$ cat src/rtl/codec_sample_port_pkg.sv
// Shared constants, types and small helpers for the I2S codec sample port.
package codec_sample_port_pkg;

  localparam int SAMPLE_W    = 24;  // audio sample width
  localparam int I2S_DELAY   = 1;   // bclk periods between an lrck edge and the MSB
  localparam int SYNC_STAGES = 2;   // flops in each input synchronizer
  localparam int BIT_CNT_W   = 6;   // wide enough for a 32-bit slot plus headroom

  typedef logic [BIT_CNT_W-1:0] bit_cnt_t;
  typedef logic [SAMPLE_W-1:0]  sample_t;

  // RX counts bclk rising edges after lrck falls; edge I2S_DELAY+1 carries the MSB.
  localparam bit_cnt_t RX_FIRST_BIT = bit_cnt_t'(I2S_DELAY + 1);
  localparam bit_cnt_t RX_LAST_BIT  = bit_cnt_t'(I2S_DELAY + SAMPLE_W);

  // TX counts bclk falling edges after an lrck edge; edge I2S_DELAY drives the MSB.
  localparam bit_cnt_t TX_FIRST_BIT = bit_cnt_t'(I2S_DELAY);
  localparam bit_cnt_t TX_LAST_BIT  = bit_cnt_t'(I2S_DELAY + SAMPLE_W - 1);

  // Edge pulses derived from a synchronized input.
  typedef struct packed {
    logic rise;
    logic fall;
  } edge_t;

  // True when a bit index lies inside the inclusive [lo, hi] window.
  function automatic logic in_window(bit_cnt_t idx, bit_cnt_t lo, bit_cnt_t hi);
    return (idx >= lo) && (idx <= hi);
  endfunction

  // Counter increment that sticks at all-ones so a stalled lrck never wraps.
  function automatic bit_cnt_t sat_inc(bit_cnt_t v);
    return (v == '1) ? v : v + bit_cnt_t'(1);
  endfunction

endpackage

$ cat src/rtl/codec_sample_port_sample_fifo.sv
// Show-ahead FIFO: rd_data presents the head whenever empty is low.
// A push while full is accepted only when a pop happens in the same cycle.
module sample_fifo #(
  parameter int WIDTH = 24,
  parameter int DEPTH = 4
) (
  input  logic             clk,
  input  logic             rst,
  input  logic             push,
  input  logic [WIDTH-1:0] wr_data,
  input  logic             pop,
  output logic [WIDTH-1:0] rd_data,
  output logic             full,
  output logic             empty
);

  localparam int AW = $clog2(DEPTH);

  typedef logic [AW-1:0] ptr_t;
  typedef logic [AW:0]   cnt_t;

  localparam cnt_t FULL_COUNT = cnt_t'(DEPTH);

  logic [WIDTH-1:0] mem_q [DEPTH];
  ptr_t             wr_ptr_q, wr_ptr_d;
  ptr_t             rd_ptr_q, rd_ptr_d;
  cnt_t             count_q, count_d;
  logic             do_push;
  logic             do_pop;

  assign empty   = (count_q == '0);
  assign full    = (count_q == FULL_COUNT);
  assign do_pop  = pop & ~empty;
  assign do_push = push & (~full | do_pop);

  // Head is gated to zero when empty so stale RAM contents never leak out.
  assign rd_data = empty ? '0 : mem_q[rd_ptr_q];

  // Pointer and occupancy update; push+pop together leaves the count unchanged.
  always_comb begin
    wr_ptr_d = wr_ptr_q;
    rd_ptr_d = rd_ptr_q;
    count_d  = count_q;
    if (do_push) begin
      wr_ptr_d = wr_ptr_q + ptr_t'(1);
    end
    if (do_pop) begin
      rd_ptr_d = rd_ptr_q + ptr_t'(1);
    end
    case ({do_push, do_pop})
      2'b10:   count_d = count_q + cnt_t'(1);
      2'b01:   count_d = count_q - cnt_t'(1);
      default: count_d = count_q;
    endcase
  end

  // Pointer and count registers.
  always_ff @(posedge clk or posedge rst) begin
    if (rst) begin
      wr_ptr_q <= '0;
      rd_ptr_q <= '0;
      count_q  <= '0;
    end else begin
      wr_ptr_q <= wr_ptr_d;
      rd_ptr_q <= rd_ptr_d;
      count_q  <= count_d;
    end
  end

  // Sample storage; contents need no reset because the head output is gated.
  always_ff @(posedge clk) begin
    if (do_push) begin
      mem_q[wr_ptr_q] <= wr_data;
    end
  end

endmodule

$ cat src/rtl/codec_sample_port.sv
// I2S codec sample port: oversamples bclk/lrck/adcdat on fast_clock, collects
// left-channel ADC samples into an RX FIFO and plays TX FIFO samples on both
// DAC channels.
module codec_sample_port
  import codec_sample_port_pkg::*;
#(
  parameter int DEPTH = 4
) (
  input  logic                fast_clock,
  input  logic                reset,
  input  logic                bclk,
  input  logic                lrck,
  input  logic                adcdat,
  output logic                dacdat,
  output logic                read_ready,
  input  logic                read_enable,
  output logic [SAMPLE_W-1:0] read_data,
  output logic                write_ready,
  input  logic                write_enable,
  input  logic [SAMPLE_W-1:0] write_data,
  output logic                overrun,
  output logic                underrun
);

  localparam int SYNC_BITS = 3;  // {bclk, lrck, adcdat}

  // Synchronizer chain and edge-detect history.
  logic [SYNC_STAGES-1:0][SYNC_BITS-1:0] sync_q, sync_d;
  logic  bclk_prev_q, bclk_prev_d;
  logic  lrck_prev_q, lrck_prev_d;
  logic  bclk_s, lrck_s, adc_s;
  edge_t bclk_edge, lrck_edge;

  // RX state.
  logic     rx_active_q, rx_active_d;
  bit_cnt_t rx_cnt_q, rx_cnt_d;
  bit_cnt_t rx_idx;
  sample_t  rx_shift_q, rx_shift_d;
  logic     rx_push_q, rx_push_d;
  logic     overrun_q, overrun_d;
  logic     rx_full, rx_empty;

  // TX state.
  bit_cnt_t tx_cnt_q, tx_cnt_d;
  bit_cnt_t tx_idx;
  sample_t  tx_shift_q, tx_shift_d;
  sample_t  tx_hold_q, tx_hold_d;
  logic     dacdat_q, dacdat_d;
  logic     underrun_q, underrun_d;
  logic     tx_pop;
  sample_t  tx_head;
  logic     tx_full, tx_empty;

  assign bclk_s = sync_q[SYNC_STAGES-1][2];
  assign lrck_s = sync_q[SYNC_STAGES-1][1];
  assign adc_s  = sync_q[SYNC_STAGES-1][0];

  // Shift the raw codec pins through the synchronizer and remember the last value.
  always_comb begin
    sync_d      = {sync_q[SYNC_STAGES-2:0], bclk, lrck, adcdat};
    bclk_prev_d = bclk_s;
    lrck_prev_d = lrck_s;
  end

  // Edge pulses are one fast_clock cycle wide, taken from synchronized levels.
  always_comb begin
    bclk_edge.rise = bclk_s & ~bclk_prev_q;
    bclk_edge.fall = ~bclk_s & bclk_prev_q;
    lrck_edge.rise = lrck_s & ~lrck_prev_q;
    lrck_edge.fall = ~lrck_s & lrck_prev_q;
  end

  // Synchronizer and edge-history registers.
  always_ff @(posedge fast_clock or posedge reset) begin
    if (reset) begin
      sync_q      <= '0;
      bclk_prev_q <= 1'b0;
      lrck_prev_q <= 1'b0;
    end else begin
      sync_q      <= sync_d;
      bclk_prev_q <= bclk_prev_d;
      lrck_prev_q <= lrck_prev_d;
    end
  end

  // RX framing: lrck fall arms a left frame, any other lrck edge abandons it,
  // and the capture window closes with a push request after the last bit.
  always_comb begin
    rx_active_d = rx_active_q;
    rx_cnt_d    = rx_cnt_q;
    rx_shift_d  = rx_shift_q;
    rx_push_d   = 1'b0;
    rx_idx      = sat_inc(rx_cnt_q);
    if (lrck_edge.fall) begin
      rx_active_d = 1'b1;
      rx_cnt_d    = '0;
      rx_shift_d  = '0;
    end else if (lrck_edge.rise) begin
      rx_active_d = 1'b0;
    end else if (bclk_edge.rise && rx_active_q) begin
      rx_cnt_d = rx_idx;
      if (in_window(rx_idx, RX_FIRST_BIT, RX_LAST_BIT)) begin
        rx_shift_d = {rx_shift_q[SAMPLE_W-2:0], adc_s};
      end
      if (rx_idx == RX_LAST_BIT) begin
        rx_push_d   = 1'b1;
        rx_active_d = 1'b0;
      end
    end
  end

  // A completed sample is lost only if the FIFO stays full through the push cycle.
  always_comb begin
    overrun_d = overrun_q | (rx_push_q & rx_full & ~read_enable);
  end

  // RX registers.
  always_ff @(posedge fast_clock or posedge reset) begin
    if (reset) begin
      rx_active_q <= 1'b0;
      rx_cnt_q    <= '0;
      rx_shift_q  <= '0;
      rx_push_q   <= 1'b0;
      overrun_q   <= 1'b0;
    end else begin
      rx_active_q <= rx_active_d;
      rx_cnt_q    <= rx_cnt_d;
      rx_shift_q  <= rx_shift_d;
      rx_push_q   <= rx_push_d;
      overrun_q   <= overrun_d;
    end
  end

  // TX framing: lrck fall fetches a new sample (or silence on underrun), each
  // lrck edge reloads the shifter, and bclk falls shift bits out MSB first.
  always_comb begin
    tx_cnt_d   = tx_cnt_q;
    tx_shift_d = tx_shift_q;
    tx_hold_d  = tx_hold_q;
    dacdat_d   = dacdat_q;
    underrun_d = 1'b0;
    tx_pop     = 1'b0;
    tx_idx     = sat_inc(tx_cnt_q);
    if (lrck_edge.fall) begin
      tx_cnt_d = '0;
      dacdat_d = 1'b0;
      if (!tx_empty) begin
        tx_pop     = 1'b1;
        tx_hold_d  = tx_head;
        tx_shift_d = tx_head;
      end else begin
        tx_hold_d  = '0;
        tx_shift_d = '0;
        underrun_d = 1'b1;
      end
    end else if (lrck_edge.rise) begin
      tx_cnt_d   = '0;
      tx_shift_d = tx_hold_q;
      dacdat_d   = 1'b0;
    end else if (bclk_edge.fall) begin
      tx_cnt_d = tx_idx;
      if (in_window(tx_idx, TX_FIRST_BIT, TX_LAST_BIT)) begin
        dacdat_d   = tx_shift_q[SAMPLE_W-1];
        tx_shift_d = {tx_shift_q[SAMPLE_W-2:0], 1'b0};
      end else begin
        dacdat_d = 1'b0;
      end
    end
  end

  // TX registers.
  always_ff @(posedge fast_clock or posedge reset) begin
    if (reset) begin
      tx_cnt_q   <= '0;
      tx_shift_q <= '0;
      tx_hold_q  <= '0;
      dacdat_q   <= 1'b0;
      underrun_q <= 1'b0;
    end else begin
      tx_cnt_q   <= tx_cnt_d;
      tx_shift_q <= tx_shift_d;
      tx_hold_q  <= tx_hold_d;
      dacdat_q   <= dacdat_d;
      underrun_q <= underrun_d;
    end
  end

  sample_fifo #(
    .WIDTH (SAMPLE_W),
    .DEPTH (DEPTH)
  ) u_rx_fifo (
    .clk     (fast_clock),
    .rst     (reset),
    .push    (rx_push_q),
    .wr_data (rx_shift_q),
    .pop     (read_enable),
    .rd_data (read_data),
    .full    (rx_full),
    .empty   (rx_empty)
  );

  sample_fifo #(
    .WIDTH (SAMPLE_W),
    .DEPTH (DEPTH)
  ) u_tx_fifo (
    .clk     (fast_clock),
    .rst     (reset),
    .push    (write_enable),
    .wr_data (write_data),
    .pop     (tx_pop),
    .rd_data (tx_head),
    .full    (tx_full),
    .empty   (tx_empty)
  );

  assign read_ready  = ~rx_empty;
  assign write_ready = ~tx_full;
  assign dacdat      = dacdat_q;
  assign overrun     = overrun_q;
  assign underrun    = underrun_q;

endmodule

$ cat config.mk
export PLATFORM = sky130hd
export DESIGN_NAME = codec_sample_port
export DESIGN_NICKNAME = d
export VERILOG_FILES = /design/src/rtl/codec_sample_port_pkg.sv /design/src/rtl/codec_sample_port_sample_fifo.sv /design/src/rtl/codec_sample_port.sv
export SDC_FILE = /design/constraint.sdc
export NUM_CORES = 1
export LEC_CHECK = 0
export BUFFER_PORTS_ARGS = -buffer_cell sky130_fd_sc_hd__buf_2
export CAP_MARGIN = 40
export CORE_MARGIN = 2
export CORE_UTILIZATION = 40
export CTS_CLUSTER_DIAMETER = 60
export DETAILED_ROUTE_END_ITERATION = 8
export PLACE_DENSITY = 0.6
export SYNTH_ARGS = -nofsm -noshare
export SYNTH_HDL_FRONTEND = slang
export SYNTH_SLANG_ARGS = --single-unit
export TNS_END_PERCENT = 100
$ cat constraint.sdc
create_clock -name fast_clock -period 3.68 [get_ports fast_clock]
set_clock_uncertainty 0.05 [all_clocks]
set_input_delay 0.368 -clock fast_clock [delete_from_list [all_inputs] [get_ports fast_clock]]
set_output_delay 0.368 -clock fast_clock [all_outputs]
set_load 0.1 [all_outputs]
# --- After elaboration in Yosys (flattened, before gate mapping) ---
# Memory sizes are Yosys's and may differ from the RTL's.
# Cells that the tools add are included.
totals:
  register_bits: 111
  output_inout_bits: 29
  inputBits: 31
  ram_bits: 192
  rom_bits: 0
  memories: 2
  latchBits: 0
classes:
  n_addsub: 10
  div: 0
  reduce_logical: 17
  n_bitwise: 22
  n_lt_le_gt_ge: 4
  n_eq_ne: 10
  mux: 40
  shift: 0
  multipliers: 0
memory_table:
  columns: ["memory", "depth", "width", "read_ports", "rd_clocked_by_memory_dff", "write_ports", "line_no", "text"]
  rows:
  - ["u_rx_fifo.mem_q", 4, 24, 1, 0, 1, "codec_sample_port_sample_fifo.sv:24", "logic [WIDTH-1:0] mem_q [DEPTH];"]
  - ["u_tx_fifo.mem_q", 4, 24, 1, 0, 1, "codec_sample_port_sample_fifo.sv:24", null]
op_table:
  columns: ["cell", "n"]
  rows:
  - ["24-bit 2-to-1 mux", 10]
  - ["6-bit 2-to-1 mux", 8]
  - ["1-bit 2-to-1 mux", 20]
  - ["6-bit by 1-bit adder with 6-bit output (second input constant)", 2]
  - ["6-bit == test (second input constant)", 2]
  - ["6-bit by 5-bit less-or-equal comparator with 1-bit output (second input constant)", 2]
  - ["3-bit one-hot mux with 2 select lines", 2]
  - ["3-bit nonzero test", 4]
  - ["1-bit bitwise AND", 10]
  - ["1-bit NOT", 9]
  - ["2-bit by 1-bit adder with 2-bit output (second input constant)", 4]
  - ["2-bit nonzero test", 4]
  - ["3-bit by 1-bit adder with 3-bit output (second input constant)", 2]
  - ["3-bit == test (second input constant)", 2]
  - ["6-bit by 5-bit == test with 1-bit output (second input constant)", 1]
  - ["6-bit by 1-bit greater-or-equal comparator with 1-bit output (second input constant)", 1]
  - ["6-bit by 2-bit greater-or-equal comparator with 1-bit output (second input constant)", 1]
  - ["3-bit zero test", 2]
  - ["2-bit AND reduction", 3]
  - ["3-bit by 1-bit subtractor with 3-bit output (second input constant)", 2]
  - ["2-bit by 1-bit == test with 1-bit output (second input constant)", 2]
  - ["2-bit == test (second input constant)", 2]
  - ["1-bit logical AND", 3]
  - ["1-bit bitwise OR", 3]
  - ["other kinds (2)", 2]

# --- Depth between registers and ports, before layout ---
depth:
  ltp_word: 8
  mapped_depth: 12
  depth_no_buf: 10

# --- Modules after synthesis ---
# A second synthesis with hierarchy kept.
unflattened:
  hier_cells: 817
  area_unflattened_um2: 12834.8
by_module_without_submodules:
  columns: ["module", "seq_area_each_um2", "cells_per_inst", "area_each_um2", "n_inst"]
  rows:
  - ["codec_sample_port", 2427.3, 418, 4618.2, 1]
  - ["sample_fifo (u_tx_fifo)", 3057.9, 207, 4144.0, 1]
  - ["sample_fifo (u_rx_fifo)", 3057.9, 192, 4072.7, 1]

# --- Worst setup path after synthesis ---
# No wires, ideal clock.
synth_path:
  path_kind: "flip-flop to flip-flop"
  start: "register u_tx_fifo.count_q[0]"
  end: "register u_tx_fifo.count_q[2]"
  synth_period_minus_slack_ns: 2.933
  arrival_ns: 2.804
  t_required_ns: 3.551
  n_path_buf: 0
  path_stages_with_launch: 11
  slack_ns: 0.747
  path_cell_list: "dfrtp_1 inv_1 nand3_1 o21a_1 inv_1 ha_1 inv_1 fa_1 xor2_1 nor2_1 xor2_1"
synth_via:
  word_cells_on_any_way: 15
  classes_between: "add/sub: 2; eq/ne: 3; mux: 3; bitwise: 5; reduce/logical: 2"
synth_rtl:
  columns: ["item", "line_no", "text"]
  rows:
  - ["from (decl)", "codec_sample_port_sample_fifo.sv:27", "cnt_t count_q, count_d;"]
  - ["from (signal assigned)", "codec_sample_port_sample_fifo.sv:66", "count_q <= count_d;"]
  - ["3-bit == test (*)", "codec_sample_port_sample_fifo.sv:32", "assign full = (count_q == FULL_COUNT);"]
  - ["1-bit NOT (*)", null, null]
  - ["net write_ready", "codec_sample_port.sv:18", "output logic write_ready,"]
  - ["1-bit bitwise OR (*)", "codec_sample_port_sample_fifo.sv:34", "assign do_push = push & (~full | do_pop);"]
  - ["1-bit bitwise AND (*)", "codec_sample_port_sample_fifo.sv:34", null]
  - ["2-bit by 1-bit == test with 1-bit output / 2-bit == test (equally long branches)", "codec_sample_port_sample_fifo.sv:50", "case ({do_push, do_pop})"]
  - ["3-bit one-hot mux with 2 select lines / 2-bit nonzero test (equally long branches)", null, null]
# Mark *: on every way through the listed nets, which the timed path passes. The rest lies on a longest branch.
# A chain may end at the register's enable or synchronous reset.

# --- Worst setup path after layout ---
layout_path:
  start: "register u_rx_fifo.rd_ptr_q[0]"
  end: "output read_data[1]"
layout_via:
  elab_chain_cells: 2
layout_rtl:
  columns: ["item", "line_no", "text"]
  rows:
  - ["from (decl)", "codec_sample_port_sample_fifo.sv:26", "ptr_t rd_ptr_q, rd_ptr_d;"]
  - ["from (signal assigned)", "codec_sample_port_sample_fifo.sv:65", "rd_ptr_q <= rd_ptr_d;"]
  - ["memory 4 x 24 bit", null, null]
  - ["24-bit 2-to-1 mux", "codec_sample_port_sample_fifo.sv:37", "assign rd_data = empty ? '0 : mem_q[rd_ptr_q];"]
  - ["to (decl)", "codec_sample_port.sv:17", "output logic [SAMPLE_W-1:0] read_data,"]
# Every way passes these cells.

==> flow_metrics.tcl <==
set metrics [dict create \
    status "complete, no violations" \
    clock_tree.root_cell "sky130_fd_sc_hd__clkbuf_16" \
    synthDistinctLibCells 58 \
    die_height_um 181 \
    clock_sinks 303 \
    crit_chain "buf_12 > mux4_2 > and2_1 > buf_2" \
    min_period_ps 2940 \
    cts_inserted_buffers 31 \
    core_region_area_sq_um 30700 \
    grt_overflow 0 \
    die_w_um 181 \
    drc_errors 0 \
    dp.cells 1249 \
    cpPeakStageDelay_ps 690 \
    critical_path_required_ps 3260 \
    p_sw_mw 2.23 \
    pwr-share-comb_pct 16.8 \
    relSlewSlack_pct 44.8 \
    critical_path.max_fanout 19 \
    yosysWarningCount 0 \
    rows 64 \
    power.leakage_nw 5.65 \
    drt_iter0_drc 481 \
    final_min_period_over_clock_period_pct 79.9 \
    routed_wl_mm 21.8 \
    hold_viol_final 0 \
    post_synth_xor_area_fraction_pct 0.976 \
    unrepaired_setup_endpoints_after_global_routing "no" \
    p_per_area_nw_per_um2 607 \
    groute.usage.overall_pct 13.7 \
    holdWs_ps 132 \
    cts_max_level 1 \
    synthesis.area_sq_um 12600 \
    via_count 6638 \
    synthesized_area_fraction_occupied_by_ao_oa_aoi_and_oai_cells_pct 5.69 \
    yosysSeqAreaShare_pct 68.0 \
    critPathCaptureType "primary output" \
    yosys.area_share.adder_pct 1.91 \
    ant_nets 0 \
    synth.ff_latch_count 303 \
    clock_transition_at_the_register_clock_pins_on_the_worst_setup_and_hold_paths_after_cts_ps 60 \
    power.share.clock_pct 33.3 \
    synth_flop_cell "sky130_fd_sc_hd__edfxtp_1" \
    post_synth_mux_area_share_pct 13.4 \
    maximum_number_of_pins_on_one_net_before_global_route_repair 59 \
    report.final.setup_viol 0 \
    first_drt_pass_iteration_count 4 \
    floorplan.initialDensity_pct 40.9 \
    setup_tns_ps 0 \
    endpoint_arrival_time_on_the_critical_path_ps 2520 \
    pin_count 60 \
    drv_cap 0 \
    timing.setup.critical_path_class "reg2out" \
    crit_path_top_delay_cell "sky130_fd_sc_hd__dfrtp_1" \
    nets 963 \
    timing.final.max_slew_violations 0 \
    tritoncts_clock_tree "yes" \
    hold_class "in2reg" \
    maximum_clock_insertion_buffer_count 3 \
    clock_insertion_delay_worst_skew_ps 540 \
    drt-wirelength-per-cell_um 16.4 \
    timing.reg2reg.setup_slack_ps 1000 \
    drive_gt1_share_pct 21.7 \
    grt_antenna_before_repair 0 \
    ir_drop_mv 0.403 \
    seq_power_share_pct 49.9 \
    mappedNetlistNets 867 \
    first_global_vias 6884 \
    intPower_mw 6.61 \
    synthesized_area_fraction_occupied_by_and_or_nand_nor_cells_pct 6.16 \
    die-area_sq_um 32800 \
    max_clock_freq_mhz 340 \
    tightestPinTransition_ps 828 \
    dp_hpwl_mm 13.1 \
    post-cts-setup-buffer-count 0 \
    final-instance-count-excl-fill 1335 \
    postSynthCellCount 818 \
    synth_area_per_cell_sq_um 15.4 \
    number_of_enable_type_register_cells_in_the_synthesized_netlist 192 \
    final_weighted_congestion_of_routability_driven_global_placement 0.732 \
    swShare_pct 25.2 \
    antenna_cells 0 \
    main_combinational_cell_family_by_area_after_synthesis "multiplexers" \
    synth-async-reset-ratio_pct 36.6 \
    post_drt_via_cell_ratio 4.97 \
    area.growth.synth_to_final_pct 15.9 \
    cp-start-kind "flip-flop" \
    port_buffers 59 \
    global_route_wire_length_before_repair_mm 36.8 \
]
critical path, delay by kind of cell (launching register included):
kind / cells / cell delay, ps
flops: 1 / 690
buf+inv: 2 / 570
mux: 1 / 540
simple gates: 1 / 170
routing by layer:
layer / wire length (um) / GRT usage [%] / share of wire [%]
met3: 738 / 2.10 / 3.4
met4: 367 / 3.12 / 1.7
met1: 10100 / 18.7 / 46
met5: 0 / 0 / 0
met2: 10600 / 23.3 / 49
cell usage in the layout (no fill, tap or decap), types with 12 or more instances in the layout:
master                          instances
sky130_fd_sc_hd__dfrtp_1              111
sky130_fd_sc_hd__buf_2                 59
sky130_fd_sc_hd__edfxtp_1             192
sky130_fd_sc_hd__buf_4                 17
sky130_fd_sc_hd__mux2i_1               26
sky130_fd_sc_hd__inv_1                 68
sky130_fd_sc_hd__mux2_4                20
sky130_fd_sc_hd__nand2_1               70
sky130_fd_sc_hd__and2_1                37
sky130_fd_sc_hd__mux4_2                48
sky130_fd_sc_hd__dlygate4sd3_1         28
sky130_fd_sc_hd__ha_1                  15
sky130_fd_sc_hd__nor2_1                12
sky130_fd_sc_hd__o21ai_0               57
sky130_fd_sc_hd__o22ai_1               25
sky130_fd_sc_hd__clkbuf_16             31
cells by family after synthesis:
family,after synthesis
adder cells (fa/ha/maj),18
multiplexers,98
buffers and inverters,112
AND/OR/NAND/NOR,154
flip-flops,303
XOR/XNOR,14
AO/OA/AOI/OAI,119
timing repair:
action                    in CTS  in global routing
hold buffers                  28                  0
hold endpoints to repair     152                  0
gates resized for setup        0                  0
area by class of cell:
cell class	instances	area, sq um
clock buffer	43	871
clock inverter	15	106
fill	2687	16200
inverter	69	262
multi-input combinational	403	3540
sequential	303	8540
tap	396	495
timing repair buffer	106	743
registers in the layout, indices dropped and copies added, names as in the netlist, 2 cells and up:
| name | flops |
|---|---|
| u_tx_fifo.wr_ptr_q | 2 |
| u_rx_fifo.rd_ptr_q | 2 |
| sync_d | 3 |
| u_rx_fifo.count_q | 3 |
| u_rx_fifo.mem_q | 96 |
| u_tx_fifo.rd_ptr_q | 2 |
| tx_shift_q | 24 |
| u_tx_fifo.count_q | 3 |
| tx_cnt_q | 6 |
| rx_shift_q | 24 |
| u_rx_fifo.wr_ptr_q | 2 |
| tx_hold_q | 24 |
| rx_cnt_q | 6 |
| u_tx_fifo.mem_q | 96 |
worst paths after layout:
path | startpoint | to | cells after the start
max in group asynchronous | reset | tx_shift_q[21] | 4
worst min register to register | sync_d[3] | adc_s | 0
worst min-delay path | read_enable | overrun | 3
worst max register to register | rx_cnt_q[0] | rx_shift_q[0] | 6
min in group asynchronous | reset | sync_d[5] | 3
worst max-delay path | u_rx_fifo.rd_ptr_q[0] | read_data[1] | 4
cell usage after synthesis (2+ instances only):
master	number	share of area, %
sky130_fd_sc_hd__edfxtp_1	192	46
sky130_fd_sc_hd__dfrtp_1	111	22
sky130_fd_sc_hd__nand2_1	70	2.1
sky130_fd_sc_hd__inv_1	69	2.1
sky130_fd_sc_hd__o21ai_0	57	2.3
sky130_fd_sc_hd__mux4_2	48	8.6
sky130_fd_sc_hd__and2_1	37	1.8
sky130_fd_sc_hd__mux2i_1	26	2.1
sky130_fd_sc_hd__o22ai_1	25	1.2
sky130_fd_sc_hd__clkbuf_1	23	0.69
sky130_fd_sc_hd__mux2_4	20	2.4
sky130_fd_sc_hd__ha_1	16	1.6
sky130_fd_sc_hd__buf_2	13	0.52
sky130_fd_sc_hd__nor2_1	12	0.36
sky130_fd_sc_hd__a21oi_1	8	0.32
sky130_fd_sc_hd__xnor2_1	8	0.56
sky130_fd_sc_hd__a31oi_1	6	0.30
sky130_fd_sc_hd__nor2b_1	6	0.30
sky130_fd_sc_hd__xor2_1	6	0.42
sky130_fd_sc_hd__nand3_1	5	0.20
sky130_fd_sc_hd__mux2_2	4	0.36
sky130_fd_sc_hd__and3_1	3	0.15
sky130_fd_sc_hd__buf_1	3	0.090
sky130_fd_sc_hd__nor3_1	3	0.12
sky130_fd_sc_hd__o21a_1	3	0.18
sky130_fd_sc_hd__a211oi_1	2	0.12
sky130_fd_sc_hd__a22o_1	2	0.14
sky130_fd_sc_hd__and3b_1	2	0.14
sky130_fd_sc_hd__buf_12	2	0.32
sky130_fd_sc_hd__buf_6	2	0.18
sky130_fd_sc_hd__fa_1	2	0.32
sky130_fd_sc_hd__nand3b_1	2	0.12
sky130_fd_sc_hd__nor4_1	2	0.10
sky130_fd_sc_hd__nor4b_1	2	0.14
sky130_fd_sc_hd__or2_2	2	0.10
sky130_fd_sc_hd__or3_1	2	0.10
stage by stage:
step | cell area [sq um] | setup WS, ps | util (%) | power (mW)
floorplan | 12600 | 331 | - | 5.60
finish | 14600 | 739 | 47.4 | 8.84
detailed placement | 13300 | 1030 | 43.3 | 5.98
CTS | 14600 | 661 | 47.4 | 8.98
global route | 14600 | 601 | 47.4 | 9.34
global placement | 13300 | 1050 | 43.3 | 5.94
power groups by stage:
stage | Combinational (mW) | Sequential [mW] | Clock, mW
4_1_cts | 1.52 | 4.42 | 3.04
3_3_place_gp | 1.47 | 4.47 | 0
2_1_floorplan | 1.21 | 4.39 | 0
3_5_place_dp | 1.50 | 4.48 | 0
5_1_grt | 1.66 | 4.48 | 3.20
6_report | 1.49 | 4.41 | 2.94
No activity file was read; power rests on OpenSTA's default activity.
